## src/rtl/addsub_pipe.sv

```systemverilog
// Pipelined WIDTH-bit adder/subtractor: STAGES chunks with a registered carry chain,
// valid/ready flow control with global stall, optional saturation and result flags.
module addsub_pipe #(
  parameter int WIDTH  = 16,
  parameter int STAGES = 4
) (
  input  logic             clk,
  input  logic             rst,
  input  logic             in_valid,
  output logic             in_ready,
  input  logic [WIDTH-1:0] x,
  input  logic [WIDTH-1:0] y,
  input  logic             add_n,
  input  logic             sat_en,
  input  logic             signed_en,
  output logic             out_valid,
  input  logic             out_ready,
  output logic [WIDTH-1:0] result,
  output logic             cout,
  output logic             ovf,
  output logic             zero,
  output logic             neg
);
  localparam int CW = WIDTH / STAGES;

  logic adv;

  assign adv      = ~out_valid | out_ready;
  assign in_ready = adv;

  function automatic logic detect_ovf(input logic is_signed, input logic is_sub,
                                      input logic carry_msb_in, input logic carry_out);
    logic o;
    if (is_signed) o = carry_msb_in ^ carry_out;
    else           o = is_sub ? ~carry_out : carry_out;
    return o;
  endfunction

  // Signed limit direction comes from the inverted MSB of the wrapped raw result.
  function automatic logic [WIDTH-1:0] saturate(input logic [WIDTH-1:0] raw, input logic do_sat,
                                                input logic is_signed, input logic is_sub);
    logic [WIDTH-1:0] r;
    r = raw;
    if (do_sat) begin
      if (is_signed) begin
        r            = {WIDTH{raw[WIDTH-1]}};
        r[WIDTH-1]   = ~raw[WIDTH-1];
      end else begin
        r            = {WIDTH{~is_sub}};
      end
    end
    return r;
  endfunction

  for (genvar k = 0; k < STAGES; k++) begin : g_stage
    localparam int XW = WIDTH - k * CW;

    logic [XW-1:0]         x_in;
    logic [XW-1:0]         yi_in;
    logic [(k+1)*CW-1:0]   sum_nxt;
    logic                  carry_in;
    logic                  sub_in;
    logic                  sat_in;
    logic                  sgn_in;
    logic                  vld_in;
    logic [CW:0]           part;

    if (k == 0) begin : g_src
      assign x_in     = x;
      assign yi_in    = y ^ {WIDTH{add_n}};
      assign carry_in = add_n;
      assign sub_in   = add_n;
      assign sat_in   = sat_en;
      assign sgn_in   = signed_en;
      assign vld_in   = in_valid;
      assign sum_nxt  = part[CW-1:0];
    end else begin : g_src
      assign x_in     = g_stage[k-1].g_reg.x_p;
      assign yi_in    = g_stage[k-1].g_reg.yi_p;
      assign carry_in = g_stage[k-1].g_reg.cy_p;
      assign sub_in   = g_stage[k-1].g_reg.sub_p;
      assign sat_in   = g_stage[k-1].g_reg.sat_p;
      assign sgn_in   = g_stage[k-1].g_reg.sgn_p;
      assign vld_in   = g_stage[k-1].g_reg.vld_p;
      assign sum_nxt  = {part[CW-1:0], g_stage[k-1].g_reg.sum_p};
    end

    assign part = {1'b0, x_in[CW-1:0]} + {1'b0, yi_in[CW-1:0]} + {{CW{1'b0}}, carry_in};

    if (k < STAGES - 1) begin : g_reg
      // Stage k boundary: finished low chunks, carry, and the unconsumed upper operand bits.
      logic [XW-CW-1:0]    x_p;
      logic [XW-CW-1:0]    yi_p;
      logic [(k+1)*CW-1:0] sum_p;
      logic                cy_p;
      logic                sub_p;
      logic                sat_p;
      logic                sgn_p;
      logic                vld_p;

      always_ff @(posedge clk) begin
        if (rst)      vld_p <= 1'b0;
        else if (adv) vld_p <= vld_in;
      end

      always_ff @(posedge clk) begin
        if (adv) begin
          x_p   <= x_in[XW-1:CW];
          yi_p  <= yi_in[XW-1:CW];
          sum_p <= sum_nxt;
          cy_p  <= part[CW];
          sub_p <= sub_in;
          sat_p <= sat_in;
          sgn_p <= sgn_in;
        end
      end
    end else begin : g_out
      logic             carry_msb;
      logic             ovf_nxt;
      logic [WIDTH-1:0] res_nxt;

      // Carry into the MSB recovered from the MSB sum bit and its two operand bits.
      assign carry_msb = part[CW-1] ^ x_in[CW-1] ^ yi_in[CW-1];
      assign ovf_nxt   = detect_ovf(sgn_in, sub_in, carry_msb, part[CW]);
      assign res_nxt   = saturate(sum_nxt, sat_in & ovf_nxt, sgn_in, sub_in);

      // Output boundary: bubbles clear the result and flags.
      always_ff @(posedge clk) begin
        if (rst) begin
          out_valid <= 1'b0;
          result    <= '0;
          cout      <= 1'b0;
          ovf       <= 1'b0;
          zero      <= 1'b0;
          neg       <= 1'b0;
        end else if (adv) begin
          out_valid <= vld_in;
          result    <= vld_in ? res_nxt : '0;
          cout      <= vld_in & part[CW];
          ovf       <= vld_in & ovf_nxt;
          zero      <= vld_in & (res_nxt == '0);
          neg       <= vld_in & res_nxt[WIDTH-1];
        end
      end
    end
  end

endmodule

```

## config.mk

```make
export PLATFORM = sky130hd
export DESIGN_NAME = addsub_pipe
export DESIGN_NICKNAME = d
export VERILOG_FILES = /design/src/rtl/addsub_pipe.sv
export SDC_FILE = /design/constraint.sdc
export NUM_CORES = 1
export LEC_CHECK = 0
export CAP_MARGIN = 20
export CORE_UTILIZATION = 49
export DETAILED_ROUTE_END_ITERATION = 6
export GPL_TIMING_DRIVEN = 0
export PLACE_DENSITY = 0.76
export SLEW_MARGIN = 20
export SYNTH_ARGS = -nofsm -noshare
export SYNTH_HDL_FRONTEND = slang
export SYNTH_SLANG_ARGS = --single-unit
```

## constraint.sdc

```tcl
create_clock -name clk -period 4.78 [get_ports clk]
set_input_delay 1.195 -clock clk [delete_from_list [all_inputs] [get_ports clk]]
set_output_delay 1.195 -clock clk [all_outputs]
set_load 0.05 [all_outputs]
```

## Yosys cells after proc, flatten, opt, wreduce, memory -nomap -nowiden

Index checks and enable logic that the tools add are counted.

- Reduce and logical (&&, ||, !) cells: 1
- Mux-type cells: 5
- Add/sub/neg operators: 8
- Bitwise operators: 14

Operator list:

| kind | count |
|---|---|
| $mux 16 | 3 |
| $add 4x4->5 | 4 |
| $add 5x1->5 | 4 |
| $logic_not 16->1 | 1 |
| $xor 16x16->16 | 1 |
| $and 1x1->1 | 5 |
| $not 1->1 | 4 |
| $xor 1x1->1 | 3 |
| $mux 1 | 2 |
| $or 1x1->1 | 1 |

- Flip-flop bits (word level): 108
- Input port bits: 39
- Output and inout port bits: 22

## Depth between registers and ports, before layout

- Word-level depth: 10
- Depth in mapped cells: 10
- Gate-level depth less buffers: 9

## Worst setup path after synthesis

No wires, ideal clock.

- Kind: input-to-reg
- From: in out_ready
- To: reg result[10]
- Cell stages on the path: 7
- Slack: -0.496 ns
- Required time: 4.658 ns
- Setup time: 0.122 ns
- Data arrival time: 5.154 ns
- Cells stage by stage: nor2b_1 -> clkbuf_1 -> clkinv_1 -> nand3b_1 -> nor3b_1 -> clkbuf_1 -> a221o_1

- Word-level cells in the longest chain between the ends: 1

RTL lines:

| what | line | text |
|---|---|---|
| from (decl) | 17 | `input logic out_ready,` |
| $or 1x1->1 | 28 | `assign adv = ~out_valid \| out_ready;` |
| named net in_ready | 10 | `output logic in_ready,` |
| to (signal assigned) | 138 | `result <= vld_in ? res_nxt : '0;` |
| to (decl) | 18 | `output logic [WIDTH-1:0] result,` |

The timed path passes the listed nets, and every way through them passes these cells.
A chain may end at the register's enable or synchronous reset.

## Worst setup path in the final report

- From: in out_ready
- To: out in_ready

- Word-level cells in the longest chain between the ends: 1

RTL lines:

| what | line |
|---|---|
| $or 1x1->1 | 28 |
| to (decl) | 10 |

Every way passes these cells.

==> impl_results.md <==
* Synth Area in Adders at just under 7%
* Clock Latency Late Sink at between 0.3 and 0.4 ns
* Remaining antenna violation count at 0
* Compound-Gate Fraction of Synth Area at under 10%
* Tot Pwr at between 1.5 and 2 mW
* First-pass GRT wire length at between 9000 and 10000 µm
* Synth unique cells at 42
* Yosys top cell by area: edfxtp_1
* Post-Route WL at slightly below 6000 µm
* Diode count at 0
* Crit. End Element: output port
* Synth cell count leaders: 84 x edfxtp_1, 23 x dfxtp_1, 20 x xor2_1
* Post-CTS setup buffer count at 0
* FMAX at 0.223 GHz
* Crit path kind: in -> out
* Hold Slack at 0.408 ns
* DRC violations left at 0
* FFs w/ async S/R, synth at 0%
* Hold WC Path Type: reg -> reg
* RSZ-0062 raised after global routing: false
* Clock buffer depth at 2
* Mux contribution to synthesized area at 0.502%
* # hold bufs at CTS at 0
* IO buf count at 59
* Chip Width at roughly 95 µm
* Vias at 2296
* Clock Power Share at about a quarter
* Post-Layout Cell Count at between 400 and 500
* Synth top area cells: edfxtp_1 60%, dfxtp_1 11%, xor2_1 4.1%, ha_1 3.5%, fa_1 3.3%
* P&R area growth vs syn at 21.6%
* Slew headroom at between 40% and 50%
* Post-synthesis cell count at between 200 and 300
* Sequential-to-total area share from yosys stat at between 70% and 80%
* Leakage power at about 2.0 nW
* Crit path arrival time at 3.29 ns
* Clock sinks at 107
* Critical Path Slowest Stage Cell: clkdlybuf4s50_1
* Final Slew Violations at 0
* Max-Cap Viols at 0
* CTS tree: built
* Seq pwr share at about 62%
* Final period utilization at a little over nine tenths
* Largest net degree at the start of global routing at 93
* Net Count, Synth at about 320
* Worst slew pin tran at around 0.76 ns
* Delay-heaviest family, CP: buffers and inverters
* Dpl cells at roughly 430
* Peak supply drop at 0.167 mV
* CP cell instances: clkdlybuf4s50_1 > nor2b_1 > clkbuf_1 > bufinv_16 > clkdlybuf4s50_1
* TritonRoute pass-1 iters at 4
* Met3 Track Usage GR at 3.95%
* Die Y at about 95 µm
* Starting Density at between 50 and 60%
* Net load switching power at ~0.43 mW
* Synth Area in XOR/XNOR at between 5 and 6%
* Worst-path maximum fanout at slightly above 90
* Worst setup SP type: input pin
* Status: finished clean
* Number of global-route vias before repair at 2151
* GRT met1 Usage at between 10% and 20%
* CP peak stage delay at approximately 0.9 ns
* Most frequent CP cell: clkdlybuf4s50_1
* Clock slew at reported path FFs at about 0.090 ns
* EDFF count, synth at between 80 and 90
* Mean area per synthesized cell at ~16 µm²
* Total power density per cell area at ~370 mW/mm²
* Die ar. at ~0.009 mm²
* Num CTS Buffers at 9
* First DRT Iteration DRCs at 100
* CP bufs+invs at 4
* Vias/cell at slightly above 5
* Post-synth top flop: edfxtp_1
* Top Usage Layer GRT: met2
* Minimum clock period after layout at 4.49 ns
* M2 GR Usage at about a quarter
* YS warnings at 0
* Fin nets at ~390
* Number of core rows at 33
* Total global-route track usage at 14.3%
* Most frequent cell after synthesis: edfxtp_1
* Final hold viol count at 0
* Yosys top cell area share at between 50% and 60%
* Post-DP HPWL at around 4200 µm
* Layout cell share with drive strength beyond 1 at between 7 and 8%
* Synth Area in Simple Gates at roughly 4.7%
* Clock H-tree levels at 3
* Combinational Power Share at about an eighth
* Total gr overflow at 0
* Post-synthesis register bit count at about 110
* Io pins at between 60 and 70
* Final core occ at just over 60%
* Largest family of logic cells by synthesized area: compound AO/OA/AOI/OAI gates
* Floorplan core area at 0.00830 mm²
* Clock Skews at 0.0136 ns
* Clock root cell: clkbuf_8
* Net Sw Frac at 22.9%
* Antenna violations before repair at 0
* WL per Instance at 13.3 µm
* Setup violators final at 0
* Cell Area, Synth at approximately 0.0042 mm²
* GP Congestion at 0.817
* Critical Path RT at 3.59 ns
* Int Power at 1.47 mW
cells by family (layout without fill, tap and decap cells):
kind of cell,Yosys count,in the layout
mux,2,2
simple gates,38,38
flops,107,107
xor+xnor,27,27
compound gates,47,47
buf+inv,24,99
fa+ha+maj,19,19
per-layer routing:
layer  wire [µm]  vias up
met5           0        -
met4          71        0
met3         322        8
met2        2880       71
met1        2620     1099
li1            -     1118
registers in the layout, indices dropped and copies added, names as in the netlist:
signal / cells
g_stage.g_reg.sgn_p: 3
out_valid: 1
result: 16
g_stage.g_reg.yi_p: 24
g_stage.g_reg.sub_p: 3
ovf: 1
g_stage.g_reg.cy_p: 3
cout: 1
zero: 1
g_stage.g_reg.sum_p: 24
g_stage.g_reg.x_p: 24
g_stage.g_reg.vld_p: 3
g_stage.g_reg.sat_p: 3
cell usage in the layout (no fill, tap or decap), types with 3 or more instances in the layout:
master,n
inv_1,14
clkdlybuf4s50_1,59
nor2b_1,3
nor2_1,5
nand2_1,14
xor2_1,20
a221o_2,5
clkbuf_1,10
dfxtp_1,23
xnor2_1,6
nand3b_1,3
a221o_1,10
nand3_1,3
a21o_1,10
a21oi_1,10
edfxtp_1,84
fa_1,7
clkbuf_8,10
ha_1,12
area by class of cell:
cell class / count / area, µm²
Tap cell: 105 / 131
Multi-Input combinational cell: 133 / 1150
Clock buffer: 14 / 153
Sequential cell: 107 / 2980
Inverter: 15 / 82.6
Timing Repair Buffer: 59 / 591
Fill cell: 640 / 3150
Clock inverter: 2 / 12.5
Buffer: 9 / 45.0
what timing repair did:
action                                  4_1_cts  5_1_grt
hold endpoints to repair                      0        0
gates resized for setup                       1        1
endpoints found under the setup margin        1        1
cloned                                        0        0
through the flow:
| stage | instance area (µm²) | TNS [ns] | setup WS (ns) |
|---|---|---|---|
| detailed placement | 4960 | -0.0875 | -0.0875 |
| CTS | 5130 | 0 | 0.0978 |
| floorplan | 4240 | 0 | 0.886 |
| global route | 5150 | 0 | 0.175 |
| global placement | 4960 | -0.607 | -0.607 |
| finish | 5150 | 0 | 0.290 |
power by group through the flow:
stage / clock network [mW] / logic, mW / registers, mW
6_report: 0.470 / 0.253 / 1.18
5_1_grt: 0.520 / 0.281 / 1.19
4_1_cts: 0.486 / 0.255 / 1.18
3_5_place_dp: 0 / 0.252 / 1.20
3_3_place_gp: 0 / 0.243 / 1.20
2_1_floorplan: 0 / 0.162 / 1.20
path summary, 6_finish.rpt:
check | slack (ns) | startpoint | endpoint | depth (start not counted)
worst min register to register | 0.41 | g_stage[1].g_reg.sub_p | g_stage[2].g_reg.sub_p | 0
worst max register to register | 1.47 | g_stage[2].g_reg.x_p[0] | result[10] | 10
worst min-delay path | 0.41 | g_stage[1].g_reg.sub_p | g_stage[2].g_reg.sub_p | 0
worst max-delay path | 0.29 | out_ready | in_ready | 5
Power figures use the tool's default switching activity.
